## src/rtl/aes_key_share_serializer_pkg.sv

```systemverilog
// Shared constants and state encoding for the masked-key serializer.
package aes_key_share_serializer_pkg;

  localparam int unsigned KWORDS_128 = 4;
  localparam int unsigned KWORDS_256 = 8;
  localparam int unsigned KEY_WORD_W = 32;

  typedef enum logic {
    IDLE = 1'b0,
    SEND = 1'b1
  } state_e;

endpackage

```

## src/rtl/aes_key_share_serializer_key_word_counter.sv

```systemverilog
// Word/share index pair for the key stream; word wraps at KWORDS-1, share ends at d-1.
// last_o flags the final word of the final share so the caller can end the transfer.
module aes_key_share_serializer_key_word_counter
  import aes_key_share_serializer_pkg::*;
#(
  parameter int unsigned d       = 2,
  parameter int unsigned WORD_W  = 3,
  parameter int unsigned SHARE_W = 1
) (
  input  logic               clk_i,
  input  logic               rst_ni,
  input  logic               clr_i,
  input  logic               adv_i,
  input  logic               mode_256_i,
  output logic [WORD_W-1:0]  word_idx_o,
  output logic [SHARE_W-1:0] share_idx_o,
  output logic               last_o
);

  logic [WORD_W-1:0]  word_q, word_d, word_last;
  logic [SHARE_W-1:0] share_q, share_d;

  assign word_last   = mode_256_i ? WORD_W'(KWORDS_256 - 1) : WORD_W'(KWORDS_128 - 1);
  assign last_o      = (share_q == SHARE_W'(d - 1)) && (word_q == word_last);
  assign word_idx_o  = word_q;
  assign share_idx_o = share_q;

  // Clear wins over advance so a flush in the same cycle as an accept restarts at 0/0.
  always_comb begin
    word_d  = word_q;
    share_d = share_q;
    if (clr_i) begin
      word_d  = '0;
      share_d = '0;
    end else if (adv_i) begin
      if (last_o) begin
        word_d  = '0;
        share_d = '0;
      end else if (word_q == word_last) begin
        word_d  = '0;
        share_d = share_q + 1'b1;
      end else begin
        word_d  = word_q + 1'b1;
      end
    end
  end

  always_ff @(posedge clk_i or negedge rst_ni) begin
    if (!rst_ni) begin
      word_q  <= '0;
      share_q <= '0;
    end else begin
      word_q  <= word_d;
      share_q <= share_d;
    end
  end

endmodule

```

## src/rtl/aes_key_share_serializer.sv

```systemverilog
// Streams a captured d-share masked key to the AES core as 32-bit words, share-major.
// Key register is zeroized at end of transfer, on flush and on reset.
module aes_key_share_serializer
  import aes_key_share_serializer_pkg::*;
#(
  parameter int unsigned d    = 2,
  parameter int unsigned KMAX = 256
) (
  input  logic                clk_i,
  input  logic                rst_ni,
  input  logic                in_valid_i,
  output logic                in_ready_o,
  input  logic [KMAX*d-1:0]   in_key_shares_i,
  input  logic                in_mode_256_i,
  input  logic                in_mode_inverse_i,
  input  logic                in_flush_i,
  output logic                out_key_valid_o,
  input  logic                out_key_ready_i,
  output logic [KEY_WORD_W-1:0] out_key_data_o,
  output logic                out_key_mode_256_o,
  output logic                out_key_mode_inverse_o,
  output logic                busy_o
);

  localparam int unsigned SLOT_WORDS = KMAX / KEY_WORD_W;
  localparam int unsigned WORD_W     = (SLOT_WORDS > 1) ? $clog2(SLOT_WORDS) : 1;
  localparam int unsigned SHARE_W    = (d > 1) ? $clog2(d) : 1;

  state_e              state_q;
  logic [KMAX*d-1:0]   key_q;
  logic                mode_256_q;
  logic                mode_inv_q;
  logic [WORD_W-1:0]   word_idx;
  logic [SHARE_W-1:0]  share_idx;
  logic                last_word;
  logic                cnt_clr;
  logic                cnt_adv;
  logic [KEY_WORD_W-1:0] sel_word;

  assign cnt_clr = in_flush_i || (state_q == IDLE);
  assign cnt_adv = (state_q == SEND) && out_key_ready_i;

  aes_key_share_serializer_key_word_counter #(
    .d       (d),
    .WORD_W  (WORD_W),
    .SHARE_W (SHARE_W)
  ) u_cnt (
    .clk_i       (clk_i),
    .rst_ni      (rst_ni),
    .clr_i       (cnt_clr),
    .adv_i       (cnt_adv),
    .mode_256_i  (mode_256_q),
    .word_idx_o  (word_idx),
    .share_idx_o (share_idx),
    .last_o      (last_word)
  );

  always_comb begin
    sel_word = '0;
    for (int s = 0; s < int'(d); s++) begin
      for (int w = 0; w < int'(SLOT_WORDS); w++) begin
        if (share_idx == SHARE_W'(s) && word_idx == WORD_W'(w)) begin
          sel_word = key_q[KMAX*s + KEY_WORD_W*w +: KEY_WORD_W];
        end
      end
    end
  end

  // Flush overrides both capture and advance; a word accepted alongside it counts as delivered.
  always_ff @(posedge clk_i or negedge rst_ni) begin
    if (!rst_ni) begin
      state_q    <= IDLE;
      key_q      <= '0;
      mode_256_q <= 1'b0;
      mode_inv_q <= 1'b0;
    end else if (in_flush_i) begin
      state_q    <= IDLE;
      key_q      <= '0;
      mode_256_q <= 1'b0;
      mode_inv_q <= 1'b0;
    end else begin
      case (state_q)
        IDLE: begin
          if (in_valid_i) begin
            state_q    <= SEND;
            key_q      <= in_key_shares_i;
            mode_256_q <= in_mode_256_i;
            mode_inv_q <= in_mode_inverse_i;
          end
        end
        SEND: begin
          if (out_key_ready_i && last_word) begin
            state_q    <= IDLE;
            key_q      <= '0;
            mode_256_q <= 1'b0;
            mode_inv_q <= 1'b0;
          end
        end
        default: state_q <= IDLE;
      endcase
    end
  end

  // in_ready is gated by the reset pin so it is low for the whole reset assertion.
  assign in_ready_o             = rst_ni && (state_q == IDLE);
  assign out_key_valid_o        = (state_q == SEND);
  assign busy_o                 = (state_q == SEND);
  assign out_key_data_o         = (state_q == SEND) ? sel_word : '0;
  assign out_key_mode_256_o     = mode_256_q;
  assign out_key_mode_inverse_o = mode_inv_q;

endmodule

```

## config.mk

```make
export PLATFORM = sky130hd
export DESIGN_NAME = aes_key_share_serializer
export DESIGN_NICKNAME = d
export VERILOG_FILES = /design/src/rtl/aes_key_share_serializer_pkg.sv /design/src/rtl/aes_key_share_serializer_key_word_counter.sv /design/src/rtl/aes_key_share_serializer.sv
export SDC_FILE = /design/constraint.sdc
export NUM_CORES = 1
export LEC_CHECK = 0
export ABC_AREA = 1
export CORE_MARGIN = 10
export CORE_UTILIZATION = 45
export CTS_BUF_LIST = sky130_fd_sc_hd__clkbuf_8
export CTS_CLUSTER_DIAMETER = 80
export DETAILED_ROUTE_END_ITERATION = 6
export PLACE_DENSITY = 0.84
export REMOVE_ABC_BUFFERS = 1
export SETUP_SLACK_MARGIN = 0.05
export SYNTH_ARGS = -nofsm -noshare
export SYNTH_HDL_FRONTEND = slang
export SYNTH_SLANG_ARGS = --single-unit
```

## constraint.sdc

```tcl
create_clock -name clk_i -period 2.4 [get_ports clk_i]
set_input_delay 0.36 -clock clk_i [delete_from_list [all_inputs] [get_ports clk_i]]
set_output_delay 0.36 -clock clk_i [all_outputs]
set_load 0.005 [all_outputs]
```

; ---- Word level (Yosys, flattened, before mapping)
; Cells that the tools add are included.
; Widths: inputs -> output; s select.
[classes]
multipliers = 0
bitwise_logic = 2
shifts = 0
magnitude_cmp = 0
eq_ne = 10
mux = 41
div_mod_pow = 0
addsub = 2
n_reduce_logical = 26
[op_table]
columns = operator, count
row1 = $mux 512, 3
row2 = $pmux 512 s2, 1
row3 = $mux 32, 17
row4 = $logic_and 1x1->1, 20
row5 = $mux 3, 5
row6 = $eq 3x3->1 const B, 4
row7 = $mux 1, 12
row8 = $eq 3x2->1 const B, 2
row9 = $pmux 1 s2, 3
row10 = $reduce_and 2->1, 2
row11 = $add 3x1->3 const B, 1
row12 = $eq 3x1->1 const B, 1
row13 = $eq 3x3->1, 1
row14 = $logic_not 3->1, 1
row15 = $ne 3x2->1 const B, 1
row16 = $ne 3x3->1 const B, 1
row17 = $reduce_bool 3->1, 1
row18 = $not 1->1, 2
row19 = $reduce_bool 2->1, 1
row20 = $add 1x1->1 const B, 1
row21 = $logic_or 1x1->1, 1
[totals]
out_inout_bits = 37
rom_bits = 0
regBits = 519
wordCells = 87
ramBits = 0
input_bits = 519
latch_bits = 0
n_memories = 0

; ---- Longest topological paths before layout
[logic_depth]
ltp_word = 19
mapped_depth = 19

; ---- Modules after synthesis
; From an unflattened synthesis, not the netlist that was laid out.
[hier_totals]
hier_cells = 2515
hier_area_um2 = 23905.4
[by_module_without_submodules]
columns = module, instances, area_each_um2, seq_area_each_um2, cells_per_inst
row1 = aes_key_share_serializer, 1, 23674.0, 12887.4, 2485
row2 = aes_key_share_serializer_key_word_counter, 1, 231.5, 100.1, 30

; ---- Worst setup path before layout
; Ideal clock, no wire load.
[synth_timing]
path_kind = reg-to-output
from = register u_cnt.word_q[0] (netlist: u_cnt.word_idx_o[0])
to = output out_key_data_o[1]
setup_slack_ns = -0.063
arrival_ns = 2.103
path_buffers = 1
required_ns = 2.040
path_stages_with_launch = 19
cell_sequence = dfrtp_1 > ha_1 > ha_1 > nand2_1 > inv_1 > clkbuf_1 > a21oi_1 > nand2_1 > nand2_1 > nand2_1 > nand3_1 > nand3_1 > nand4_1 > nand3_1 > nand3_1 > nand3_1 > nand2_1 > nand2_1 > a21oi_1
[synth_via]
elab_chain_len = 19
elab_cells_between_ends = 41
cone_classes = 7 x eq/ne / 17 x mux / 17 x reduce/logical
[synth_rtl]
columns = element, line
row1 = "start, declared", aes_key_share_serializer_key_word_counter.sv:20  ; logic [WORD_W-1:0] word_q, word_d, word_last;
row2 = "start signal, assigned", aes_key_share_serializer_key_word_counter.sv:53  ; word_q <= word_d;
row3 = $logic_not 3->1, aes_key_share_serializer.sv:62  ; if (share_idx == SHARE_W'(s) && word_idx == WORD_W'(w)) begin
row4 = $logic_and 1x1->1, aes_key_share_serializer.sv:62
row5 = $mux 32 (15 in series), aes_key_share_serializer.sv:62
row6 = $mux 32 (*), aes_key_share_serializer.sv:62
row7 = $mux 32 (*), aes_key_share_serializer.sv:108  ; assign out_key_data_o = (state_q == SEND) ? sel_word : '0;
row8 = "end, declared", aes_key_share_serializer.sv:19  ; output logic [KEY_WORD_W-1:0] out_key_data_o,
; Every way passes the cells marked *; elsewhere a longest branch is shown, timed or not.

; ---- Worst setup path after layout
[layout_timing]
from = register u_cnt.word_q[1] (netlist: u_cnt.word_idx_o[1])
to = output out_key_data_o[22]
; Same word-level chain as after synthesis.

==> results.yml <==
layout:
  utilization: 0.648
  fill_cells: 4450
  nNetsFinal: 4517
  fin_cells: 4835
  area_growth_pct: 42.1
  fin_area_sq_um: 36800
  drive_gt1_frac: 0.153
yosys:
  synthArstFlopShare: 1.00
  ys.flop_type: "dfrtp_1"
  synth.distinct_cells: 23
  synth_common_cells: "nand3_1, o21ai_0, inv_1, dfrtp_1, nand2_1"
  syn_area_per_cell_sq_um: 7.65
  synth_edf_count: 0
  synth_top_area_share: 0.502
  synth_most_common_cell: "nand3_1"
  yosys_warnings: 0
  ys_seq_area_frac: 0.502
  yosysTopAreaCell: "dfrtp_1"
  synthTopCellsByArea: "dfrtp_1, nand3_1, o21ai_0"
  syn-instance-count: 3382
  synth_seq_cells: 519
  syn_area_sq_um: 25900
sta:
  drv_slew: 0
  worstMarginPinSlew_ns: 0.903
  fin_crit_sh: 1.55
  fin_worst_skew_ns: 0.0327
  setup_viol: 32
  finalHoldViolations: 0
  rsz0062_at_grt: "true"
  setup_slack_ns: -1.31
  relSlewSlack: 0.398
  fmax_mhz: 269
  fin_crit_ns: 3.71
global_routing:
  grt_pass1_wl_microns: 153000
  grt_use_total: 0.291
  grt.overflow.total: 0
  grt_pass1_vias: 26674
  antenna_found_initial: 26
  grt_max_degree: 152
place:
  gp_congestion: 0.918
  portBuffers: 555
  placed_cells: 4622
  post-place-ws_ns: -1.11
  dpl_cell_area_sq_um: 33600
  dp_hpwl_microns: 68900
route:
  drtIter0Drc: 2969
  drc: 0
  vias_per_cell: 5.54
  routedWlPerCell_microns: 21.3
  routed_wl_microns: 103000
  firstDrtPassIters: 6
  routed-via-count: 26799
  ant_nets: 0
worst_setup_path:
  worstPathArrival_ns: 3.35
  critical_path.top_delay_family: "simple AND/OR/NAND/NOR gates"
  r2r_setup_slack_ns: 0.23
  critPathBufInv: 6
  cpMaxStageDelayCell: "dfrtp_2"
  worst_path_largest_cell_delay_ns: 0.45
  worstSetupPathType: "reg2out"
  cp_max_fo: 49
  start_kind: "register"
  required_ns: 2.04
  end_kind: "primary output"
  cp_cell_sequence: "inv_4 -> ha_4 -> buf_4 -> inv_1 -> nor3_4 -> buf_12 -> buf_4 -> a21oi_1 -> nand2_1 -> nand3_1 -> nand3_1 -> nand4_1 -> nand3_1 -> nand3_2 -> nand3_2 -> nand2_1 -> nand2_1 -> a21oi_2 -> buf_2"
clock_network:
  h-tree-depth: 3
  cts_sinks: 519
  cts_buffers: 89
  worstSkewPairLatency_ns: 0.69
  cts_buffer_depth: 3
  path_clk_slew_ns: 0.06
  cts_root_buffer: "clkbuf_8"
  cts_tree: "built"
min_path:
  holdCritPathClass: "in2async"
floorplanning:
  initial_utilization: 0.456
  die_h_microns: 260
  core_sq_um: 56700
  dieArea_sq_um: 67500
  num_rows: 87
  num_io_pins: 556
  die_w_microns: 260
power_and_ir_drop:
  p_leak_nw: 16.2
  finalPower_mw: 21.7
  vdd_ir_drop_max_uv: 430
  powerDensity_nw_per_um2: 591
flow_run:
  maxCapViolCount: 0
status:
  status: "finished with violations"
  violations: "setup timing"
[state kept, by name, indices dropped and copies added (netlist names)]
register,cells
key_q,512
u_cnt.word_idx_o,3
busy_o,1
out_key_mode_256_o,1
out_key_mode_inverse_o,1
u_cnt.share_idx_o,1
[final timing paths]
kind | startpoint | end | depth (start not counted)
worst max-delay path | u_cnt.word_idx_o[1]$_DFFE_PN0P_ | out_key_data_o[22] | 19
worst min-delay path | rst_ni | key_q[475]$_DFFE_PN0P_ | 2
worst max register to register | u_cnt.word_idx_o[1]$_DFFE_PN0P_ | key_q[392]$_DFFE_PN0P_ | 10
worst min register to register | key_q[491]$_DFFE_PN0P_ | key_q[491]$_DFFE_PN0P_ | 2
max in group asynchronous | rst_ni | key_q[6]$_DFFE_PN0P_ | 3
min in group clk_i | in_valid_i | key_q[495]$_DFFE_PN0P_ | 3
[routing by layer]
metal,track usage,wire (microns),vias to the layer above,part of all wire
met5,0,115,-,0.0011
li1,-,-,12256,-
met4,0.144,5030,18,0.049
met1,0.365,39600,12747,0.38
met2,0.454,47600,1451,0.46
met3,0.0822,10700,327,0.10
[cell usage in the layout, fill, tap and decap left out, types with 2 or more instances in the layout]
cell type        instances
inv_6                    2
clkbuf_8               111
inv_1                  581
inv_4                    4
ha_4                     4
buf_2                   31
dfrtp_1                517
clkinvlp_4               3
a21oi_1                161
buf_12                  62
buf_8                    3
nand3_1                596
clkinv_1                 2
clkinv_2                10
nand3_2                107
inv_8                    2
buf_4                  146
a21oi_2                 34
buf_16                   5
nor2_1                  66
dfrtp_2                  2
nand2_2                 49
diode_2                 23
o21ai_0                565
nor3_4                   8
buf_6                   12
clkdlybuf4s50_1        520
inv_2                    3
clkbuf_16                5
nand2_1                375
nand4_1                 32
nor2_4                   3
nand3_4                  5
o21ai_1                 15
[kinds of logic (layout without fill, tap and decap cells)]
family | Yosys count | count (layout) | share of synthesized area
and+or+nand+nor | 1244 | 1244 | 0.221
buffers and inverters | 834 | 1508 | 0.123
AOI/OAI and AO/OA | 778 | 778 | 0.151
DFF | 519 | 519 | 0.502
adders and majority gates | 6 | 6 | 0.00290
xor gates and xnor gates | 1 | 1 | 0.000339
other | 0 | 23 | 0
[per-stage QoR]
stage | hold WS, ns | setup TNS, ns
after floorplan | 0.0644 | -7186.56
after global placement | 0.193 | -29.94
after detailed placement | 0.193 | -31.01
after CTS | 0.0420 | -39.07
after global routing | 0.0691 | -45.05
final | 0.0824 | -38.91
[area by class of cell]
cell class                 instances  area (sq um)  area share
multi-input combinational       2029         10700       0.290
clock buffer                     111          1530      0.0416
sequential                       519         13000       0.353
clock inverter                    44           239     0.00650
inverter                         565          2140      0.0581
tap                              756           946      0.0257
antenna                           23          57.6     0.00157
timing repair buffer             788          8200       0.223
[repair_timing]
action                                  4_1_cts  5_1_grt
buffers inserted                              9       13
pin swaps                                    68       65
gates resized for setup                     288      106
endpoints found under the hold margin       340        0
hold buffers                                  1        0
gates cloned                                  7        6
endpoints found under the setup margin       33      530
[where the power goes]
group	internal [mW]	switching, mW	total, mW
Combinational	1.77	2.28	4.05
Sequential	9.36	0.263	9.63
Clock	4.27	3.79	8.07
No activity file was read; power rests on OpenSTA's default activity.
